`config.mk`:
```
export PLATFORM = sky130hd
export DESIGN_NAME = ebus_pi_responder_flat
export DESIGN_NICKNAME = d
export VERILOG_FILES = /design/src/rtl/ebus_pi_responder_if.sv /design/src/rtl/ebus_pi_responder.sv /design/src/flat_wrapper.sv
export SDC_FILE = /design/constraint.sdc
export NUM_CORES = 1
export LEC_CHECK = 0
export ABC_CLOCK_PERIOD_IN_PS = 3940
export BUFFER_PORTS_ARGS = -buffer_cell sky130_fd_sc_hd__clkbuf_2
export CAP_MARGIN = 15
export CORE_MARGIN = 3
export CORE_UTILIZATION = 40
export CTS_CLUSTER_DIAMETER = 30
export DETAILED_ROUTE_END_ITERATION = 12
export GPL_ROUTABILITY_DRIVEN = 1
export HOLD_SLACK_MARGIN = 0.12
export PLACE_DENSITY_LB_ADDON = 0.2
export SKIP_LAST_GASP = 1
export SLEW_MARGIN = 40
export SYNTH_ARGS = -nofsm -noshare
export SYNTH_HDL_FRONTEND = slang
export SYNTH_SLANG_ARGS = --single-unit
```
`constraint.sdc`:
```
create_clock -name clk -period 3.94 [get_ports clk]
set_input_delay 0.197 -clock clk [delete_from_list [all_inputs] [get_ports clk]]
set_output_delay 0.197 -clock clk [all_outputs]
set_load 0.01 [all_outputs]
```
`src/rtl/ebus_pi_responder_if.sv`:
```
// EBUS signal bundle between the PI controller (master) and a device-side
// interrupt responder (slave). Bit vectors use EBUS numbering, bit 0 = MSB.
interface ebus_pi_responder_if;
  logic [2:0]  ebus_func;
  logic [0:6]  ebus_cs;
  logic        ebus_demand;
  logic [0:35] ebus_data_in;
  logic [0:7]  ebus_pi;
  logic [0:35] ebus_data_out;
  logic        ebus_driving;
  logic        ebus_xfer;

  modport master (
    output ebus_func, ebus_cs, ebus_demand, ebus_data_in,
    input  ebus_pi, ebus_data_out, ebus_driving, ebus_xfer
  );

  modport slave (
    input  ebus_func, ebus_cs, ebus_demand, ebus_data_in,
    output ebus_pi, ebus_data_out, ebus_driving, ebus_xfer
  );
endinterface

```
`src/rtl/ebus_pi_responder.sv`:
```
// EBUS device-side interrupt responder: holds a request at the PIA level,
// answers PI-serve with its physical-number bit and supplies the function word.
module ebus_pi_responder #(
  parameter logic [3:0]  PHY_NUM     = 4'd5,
  parameter logic [2:0]  FUNC_SERVE  = 3'd1,
  parameter logic [2:0]  FUNC_VECTOR = 3'd2,
  parameter int unsigned XFER_DLY    = 2
) (
  input  logic                  clk,
  input  logic                  RESET,
  input  logic                  cono_pia_we,
  input  logic [2:0]            cono_pia,
  input  logic                  irq_set,
  input  logic                  irq_clr,
  input  logic [2:0]            fw_func,
  input  logic [17:0]           fw_addr,
  ebus_pi_responder_if.slave    bus,
  output logic                  pending,
  output logic [2:0]            pia,
  output logic                  busy
);

  typedef enum logic [1:0] {IDLE, SERVE, VWAIT, VXFER} state_t;

  state_t      state_q, state_d;
  logic [3:0]  cnt_q;
  logic [2:0]  fw_func_q;
  logic [17:0] fw_addr_q;
  logic        start_lock;
  logic        arm, phy_match, vec_load, vec_done;

  assign arm       = bus.ebus_demand & ~start_lock & pending & (pia != 3'd0)
                     & (bus.ebus_cs[0:2] == pia);
  assign phy_match = (bus.ebus_data_in[7:10] == PHY_NUM);
  assign vec_load  = (state_q == IDLE) & (state_d == VWAIT);
  assign vec_done  = (state_q == VXFER) & ~bus.ebus_demand;

  always_comb begin
    state_d = state_q;
    unique case (state_q)
      IDLE: begin
        if (arm && bus.ebus_func == FUNC_SERVE)
          state_d = SERVE;
        else if (arm && bus.ebus_func == FUNC_VECTOR && phy_match)
          state_d = VWAIT;
      end
      SERVE: if (!bus.ebus_demand) state_d = IDLE;
      VWAIT: begin
        if (!bus.ebus_demand)   state_d = IDLE;
        else if (cnt_q == 4'd0) state_d = VXFER;
      end
      VXFER: if (!bus.ebus_demand) state_d = IDLE;
      default: state_d = IDLE;
    endcase
  end

  always_ff @(posedge clk) begin
    if (RESET) begin
      state_q    <= IDLE;
      cnt_q      <= '0;
      fw_func_q  <= '0;
      fw_addr_q  <= '0;
      start_lock <= 1'b0;
      pending    <= 1'b0;
      pia        <= '0;
    end else begin
      state_q <= state_d;
      if (vec_load) begin
        cnt_q     <= 4'(XFER_DLY - 1);
        fw_func_q <= fw_func;
        fw_addr_q <= fw_addr;
      end else if (state_q == VWAIT && cnt_q != 4'd0) begin
        cnt_q <= cnt_q - 4'd1;
      end
      // Once a cycle has been taken, a demand that is still held must drop
      // before another start can be recognised.
      start_lock <= bus.ebus_demand & (start_lock | (state_q != IDLE));
      if (irq_set)                  pending <= 1'b1;
      else if (irq_clr || vec_done) pending <= 1'b0;
      if (cono_pia_we) pia <= cono_pia;
    end
  end

  // Bus outputs decode only from the state and latch registers.
  always_comb begin
    bus.ebus_data_out = '0;
    bus.ebus_driving  = 1'b0;
    bus.ebus_xfer     = 1'b0;
    unique case (state_q)
      SERVE: begin
        bus.ebus_driving           = 1'b1;
        bus.ebus_data_out[PHY_NUM] = 1'b1;
      end
      VXFER: begin
        bus.ebus_driving        = 1'b1;
        bus.ebus_xfer           = 1'b1;
        bus.ebus_data_out[3:5]  = fw_func_q;
        bus.ebus_data_out[18:35] = fw_addr_q;
      end
      default: ;
    endcase
  end

  always_comb begin
    bus.ebus_pi = '0;
    for (int unsigned n = 1; n < 8; n++)
      bus.ebus_pi[n] = pending & (pia == 3'(n));
  end

  assign busy = (state_q != IDLE);

endmodule

```
`src/flat_wrapper.sv`:
```
// flat-port wrapper written by rule: the top's interface ports become plain ports
module ebus_pi_responder_flat 
#(
  parameter logic [3:0]  PHY_NUM     = 4'd5,
  parameter logic [2:0]  FUNC_SERVE  = 3'd1,
  parameter logic [2:0]  FUNC_VECTOR = 3'd2,
  parameter int unsigned XFER_DLY    = 2
)
  (clk, RESET, cono_pia_we, cono_pia, irq_set, irq_clr, fw_func, fw_addr, pending, pia, busy, bus_ebus_func, bus_ebus_cs, bus_ebus_demand, bus_ebus_data_in, bus_ebus_pi, bus_ebus_data_out, bus_ebus_driving, bus_ebus_xfer);
  ebus_pi_responder_if bus_i ();
  input  logic clk;
  input  logic RESET;
  input  logic cono_pia_we;
  input  logic [2:0] cono_pia;
  input  logic irq_set;
  input  logic irq_clr;
  input  logic [2:0] fw_func;
  input  logic [17:0] fw_addr;
  output logic pending;
  output logic [2:0] pia;
  output logic busy;
  input wire logic [$bits(bus_i.ebus_func)-1:0] bus_ebus_func;
  input wire logic [$bits(bus_i.ebus_cs)-1:0] bus_ebus_cs;
  input wire logic [$bits(bus_i.ebus_demand)-1:0] bus_ebus_demand;
  input wire logic [$bits(bus_i.ebus_data_in)-1:0] bus_ebus_data_in;
  output wire logic [$bits(bus_i.ebus_pi)-1:0] bus_ebus_pi;
  output wire logic [$bits(bus_i.ebus_data_out)-1:0] bus_ebus_data_out;
  output wire logic [$bits(bus_i.ebus_driving)-1:0] bus_ebus_driving;
  output wire logic [$bits(bus_i.ebus_xfer)-1:0] bus_ebus_xfer;
  assign bus_i.ebus_func = bus_ebus_func;
  assign bus_i.ebus_cs = bus_ebus_cs;
  assign bus_i.ebus_demand = bus_ebus_demand;
  assign bus_i.ebus_data_in = bus_ebus_data_in;
  assign bus_ebus_pi = bus_i.ebus_pi;
  assign bus_ebus_data_out = bus_i.ebus_data_out;
  assign bus_ebus_driving = bus_i.ebus_driving;
  assign bus_ebus_xfer = bus_i.ebus_xfer;
  ebus_pi_responder #(.PHY_NUM(PHY_NUM), .FUNC_SERVE(FUNC_SERVE), .FUNC_VECTOR(FUNC_VECTOR), .XFER_DLY(XFER_DLY)) u_core (.clk(clk), .RESET(RESET), .cono_pia_we(cono_pia_we), .cono_pia(cono_pia), .irq_set(irq_set), .irq_clr(irq_clr), .fw_func(fw_func), .fw_addr(fw_addr), .bus(bus_i), .pending(pending), .pia(pia), .busy(busy));
endmodule
```
Yosys cells after proc, flatten, opt, wreduce, memory -nomap -nowiden
Cells that the tools add are included.
- flip-flop bits (word level): 32
- logic and storage cells: 70
- output and inout port bits: 51
- input port bits: 76
- mux-type cells: 15
- equality and inequality tests: 15
- $add $sub $neg: 1
- reductions and logical operators: 14
- bitwise operators: 17
- operators by type and width (kind ; number):
    18-bit 2-to-1 mux ; 1
    1-bit bitwise AND ; 14
    3-bit == test (second input constant) ; 4
    2-bit 2-to-1 mux ; 6
    3-bit by 2-bit == test with 1-bit output (second input constant) ; 3
    2-bit == test (second input constant) ; 3
    3-bit by 1-bit == test with 1-bit output (second input constant) ; 2
    1-bit 2-to-1 mux ; 6
    2-bit case mux with 3 select lines ; 1
    2-bit nonzero test ; 3
    4-bit by 3-bit == test with 1-bit output (second input constant) ; 1
    1-bit logical AND ; 4
    4-bit logical NOT ; 1
    4-bit nonzero test ; 1
    2-bit OR reduction ; 2
    4-bit by 1-bit subtractor with 4-bit output (second input constant) ; 1
    3-bit == test ; 1
    3-bit nonzero test ; 1
    2-bit by 1-bit == test with 1-bit output (second input constant) ; 1
    2-bit logical NOT ; 1
    1-bit NOT ; 2
    1-bit case mux with 2 select lines ; 1
    1-bit logical OR ; 1
    1-bit OR ; 1

Logic depth before layout (Yosys ltp)
- depth after elaboration: 13
- mapped depth: 7
- depth with buffers taken out: 6

Worst setup path before layout
Ideal clock, no wire load.
- path type: register -> register
- from: reg u_core.cnt_q[0]
- to: reg u_core.cnt_q[1]
- path buffers: 0
- setup slack: 2.467 ns
- period minus slack after synthesis: 1.473 ns
- arrival time: 1.369 ns
- cell stages (with the launch flop): 6
- required time: 3.837 ns
- library setup time: 0.103 ns
- path through: dfxtp_1 -> inv_1 -> ha_1 -> or3b_1 -> and2_4 -> a2111oi_2
- cells in the longest elaborated chain, start to end: 7
- elaborated cells on any way between the ends: 10
- classes of those cells: add/sub (1); eq/ne (1); mux (3); bitwise (1); reduce/logical (4)
- RTL lines (item ; line ; RTL):
    from (decl) ; ebus_pi_responder.sv:26 ; logic [3:0] cnt_q;
    from (signal assigned) ; ebus_pi_responder.sv:69 ; cnt_q <= 4'(XFER_DLY - 1);
    from (signal assigned) ; ebus_pi_responder.sv:73 ; cnt_q <= cnt_q - 4'd1;
    4-bit logical NOT ; ebus_pi_responder.sv:50 ; else if (cnt_q == 4'd0) state_d = VXFER;
    2-bit 2-to-1 mux ; ebus_pi_responder.sv:50 ;
    2-bit 2-to-1 mux ; ebus_pi_responder.sv:49 ; if (!bus.ebus_demand) state_d = IDLE;
    2-bit case mux with 3 select lines ; ebus_pi_responder.sv:40 ; unique case (state_q)
    2-bit == test ; ebus_pi_responder.sv:35 ; assign vec_load = (state_q == IDLE) & (state_d == VWAIT);
    1-bit bitwise AND ; ebus_pi_responder.sv:35 ;
    2-bit OR reduction (no source line) ; n/a ;
Several ways; a longest one is shown, not always the timed one.
A chain may end at the register's enable or synchronous reset.

Worst setup path in the final report
- from: reg u_core.state_q[1]
- to: reg u_core.cnt_q[2]
- cells in the longest elaborated chain, start to end: 6
- elaborated cells on any way between the ends: 15
- classes of those cells: eq/ne (4); mux (6); bitwise (1); reduce/logical (4)
- RTL lines (item ; line ; RTL):
    from (decl) ; ebus_pi_responder.sv:25 ; state_t state_q, state_d;
    from (signal assigned) ; ebus_pi_responder.sv:67 ; state_q <= state_d;
    2-bit by 1-bit == test with 1-bit output, or another cell as far along ; ebus_pi_responder.sv:40 ;
    2-bit OR reduction (no source line), or another cell as far along ; n/a ;
    2-bit case mux with 3 select lines ; ebus_pi_responder.sv:40 ;
    2-bit == test ; ebus_pi_responder.sv:35 ;
    1-bit bitwise AND ; ebus_pi_responder.sv:35 ;
    2-bit OR reduction (no source line) ; n/a ;
Several ways; a longest one is shown, not always the timed one.

==> metrics.csv <==
stage,metric,value,unit
timing,relSlewSlack,0.462,
route,drtAntennaViolNets,0,
timing,period_share,0.505,
cts,htreeDepth,2,
synth,synth_cell_types,38,
die,start_util,0.422,
worst_setup_path,crit_family,simple AND/OR/NAND/NOR gates,
timing,final_hold_viol_count,0,
worst_setup_path,cp_cell_sequence,"nor3_2, nand2_2, nor3_1, nor3_1",
timing,tightest_slew,0.806,ns
pwr,ir_drop,0.000192,V
finish,final_common_cell,clkbuf_2,
worst_setup_path,crit_required,4.07,ns
finish,fin_nets,358,
synth,async_flop_share,0,
placed_design,placed_area,0.00214,sq mm
job,cap_violations,0,
global_route,grt_usage,0.178,
finish,final_layout_size_suffix_gt1_frac,0.345,
cts,cts_tree,done,
finish,syn_to_final_growth,19.9,%
worst_setup_path,critical_path_class,flop to flop,
timing,tns,0,ns
route,wl_per_cell,14.7,um
cts,cts_buffer_depth,2,
finish,instances_no_fill,333,
route,drc,0,
die,die_x,74.5,um
finish,seqCellArea,641,sq um
route,dr.pass1.iters,5,
die,fp-row-count,24,
die,die-area,0.00554,sq mm
worst_setup_path,crit_path_end_kind,flop,
cts,post_cts_buffers,0,
finish,stdcell_area,0.00225,sq mm
placed_design,port_buffers,74,
worst_setup_path,crit_fanout,26,
timing,rsz0062_at_grt,no,
finish,antenna_cells,0,
global_route,grt_pass1_wl,7820,um
cts,insertion_delay,0.28,ns
cts,clock-root-buffer,clkbuf_8,
synth,ys_ff_latch,32,
route,num_vias,1751,
synth,avgSynthCellArea,8.44,sq um
synth,syn_inst,222,
pwr,power.total,0.682,mW
global_route,antenna_found_initial,0,
worst_setup_path,crit_buf_inv,0,
route,avgViaCountPerCell,5.26,
synth,yosysWarnings,0,
timing,fin_crit,1.99,ns
timing,max_freq,502,MHz
worst_setup_path,path_common_cell,nor3_1,
pwr,p_leak,0.998,nW
placed_design,dp.cells,325,
run_status,status,"complete, no violations",
route,drt-initial-drc-count,110,
synth,synth_area,0.00187,sq mm
timing,finalSetupViolations,0,
synth,ys.flop_type,dfxtp_1,
worst_setup_path,cpPeakStageDelay,0.57,ns
synth,yosysSeqAreaShare,0.342,
global_route,grt_max_degree,33,
global_route,grt-ovfl-total,0,
worst_setup_path,startpoint_type,flop,
die,coreArea,0.00444,sq mm
finish,fillers,454,
worst_setup_path,worstPathArrival,2.12,ns
timing,finClkSkew,0.00439,ns
finish,postLayoutCoreUtil,0.506,
hold_path,hold_path_class,input port to flop,
route,wl,4900,um
cts,cts.sinks,32,
finish,multi_input_area,0.00104,sq mm
die,io_pins,127,
pwr,power_density,304,mW/mm^2
die,fp.dieH,74.5,um
placed_design,place.gp.congestion,0.766,
synth,synth_edf_count,0,
finish,final_cell_mix,"74 x clkbuf_2, 32 x dfxtp_1, 24 x a21oi_1, 23 x nand4_1, 20 x and3_1",
timing,drv_slew,0,
cts,cts_made_buffers,5,
worst_setup_path,slowest_stage,dfxtp_1,
global_route,grt_pass1_vias,1691,
cts,path_clk_slew,0.07,ns
placed_design,hpwl,3150,um
[metal layers]
metal  track usage  part of all wire  vias up
met5             0                 0        -
met3        0.0365             0.050        5
li1              -                 -      900
met2         0.306              0.48       53
met1         0.231              0.47      793
met4        0.0336            0.0061        0
[synthesized netlist by cell type (4+ instances only)]
library cell / count / area (sq um)
nand4_1: 23 / 144
nand2_1: 4 / 15.0
buf_4: 21 / 158
o31ai_1: 18 / 135
nor2_1: 12 / 45.0
nor3_1: 5 / 25.0
clkbuf_1: 9 / 33.8
inv_1: 4 / 15.0
nand2b_1: 5 / 31.3
dfxtp_1: 32 / 641
buf_2: 5 / 25.0
a21oi_1: 24 / 120
and3_1: 20 / 125
[kinds of logic (layout without fill, tap and decap cells)]
kind of cell,count (synthesis),count (layout),synth area share
flip-flops,32,32,0.342
multiplexers,3,3,0.0160
AND/OR/NAND/NOR,84,84,0.270
XOR/XNOR,5,5,0.0234
other,1,16,0.00200
AO/OA/AOI/OAI,53,53,0.200
adder cells (fa/ha/maj),1,1,0.00667
buffers and inverters,43,87,0.141
[worst reg2reg max path, delay by kind of cell, from the launching register on]
kind | cells | cell delay, ns
flip-flops | 1 | 0.57
AND/OR/NAND/NOR | 4 | 1.28
[cell type report]
cell class / count / area share
multi-input cells: 162 / 0.464
flip-flops and latches: 32 / 0.285
well taps: 52 / 0.0290
inverters: 4 / 0.00668
repair buffers: 76 / 0.173
clock buffers: 7 / 0.0429
[path summary, 6_finish.rpt]
path | cells after the start | slack, ns | startpoint | to
worst max-delay path | 4 | 1.95 | u_core.state_q[1] | u_core.cnt_q[2]
worst min-delay path | 3 | 0.15 | fw_addr[0] | u_core.fw_addr_q[0]
worst max register to register | 4 | 1.95 | u_core.state_q[1] | u_core.cnt_q[2]
worst min register to register | 2 | 0.46 | u_core.fw_addr_q[11] | u_core.fw_addr_q[11]
[through the flow]
step | setup slack (ns) | hold slack, ns
after global placement | 1.68 | 0.408
after floorplan | 2.47 | 0.273
final | 1.95 | 0.153
after detailed placement | 1.83 | 0.423
after CTS | 1.81 | 0.149
after global routing | 1.74 | 0.157
[power by group]
| part | internal [mW] | switching (mW) | leakage, nW |
|---|---|---|---|
| registers | 0.326 | 0.00525 | 0.259 |
| clock network | 0.155 | 0.116 | 0.0503 |
| logic | 0.0272 | 0.0527 | 0.689 |
| total | 0.509 | 0.174 | 0.998 |
[registers in the layout, indices dropped and copies added (netlist names)]
register,cells
u_core.fw_func_q,3
u_core.start_lock,1
u_core.cnt_q,4
u_core.fw_addr_q,18
u_core.pending,1
u_core.pia,3
u_core.state_q,2
[timing repair]
action	4_1_cts	5_1_grt
endpoints found under the hold margin	1	0
hold buffers	1	0
gates resized for setup	0	0
(Power assumes the default switching activity.)
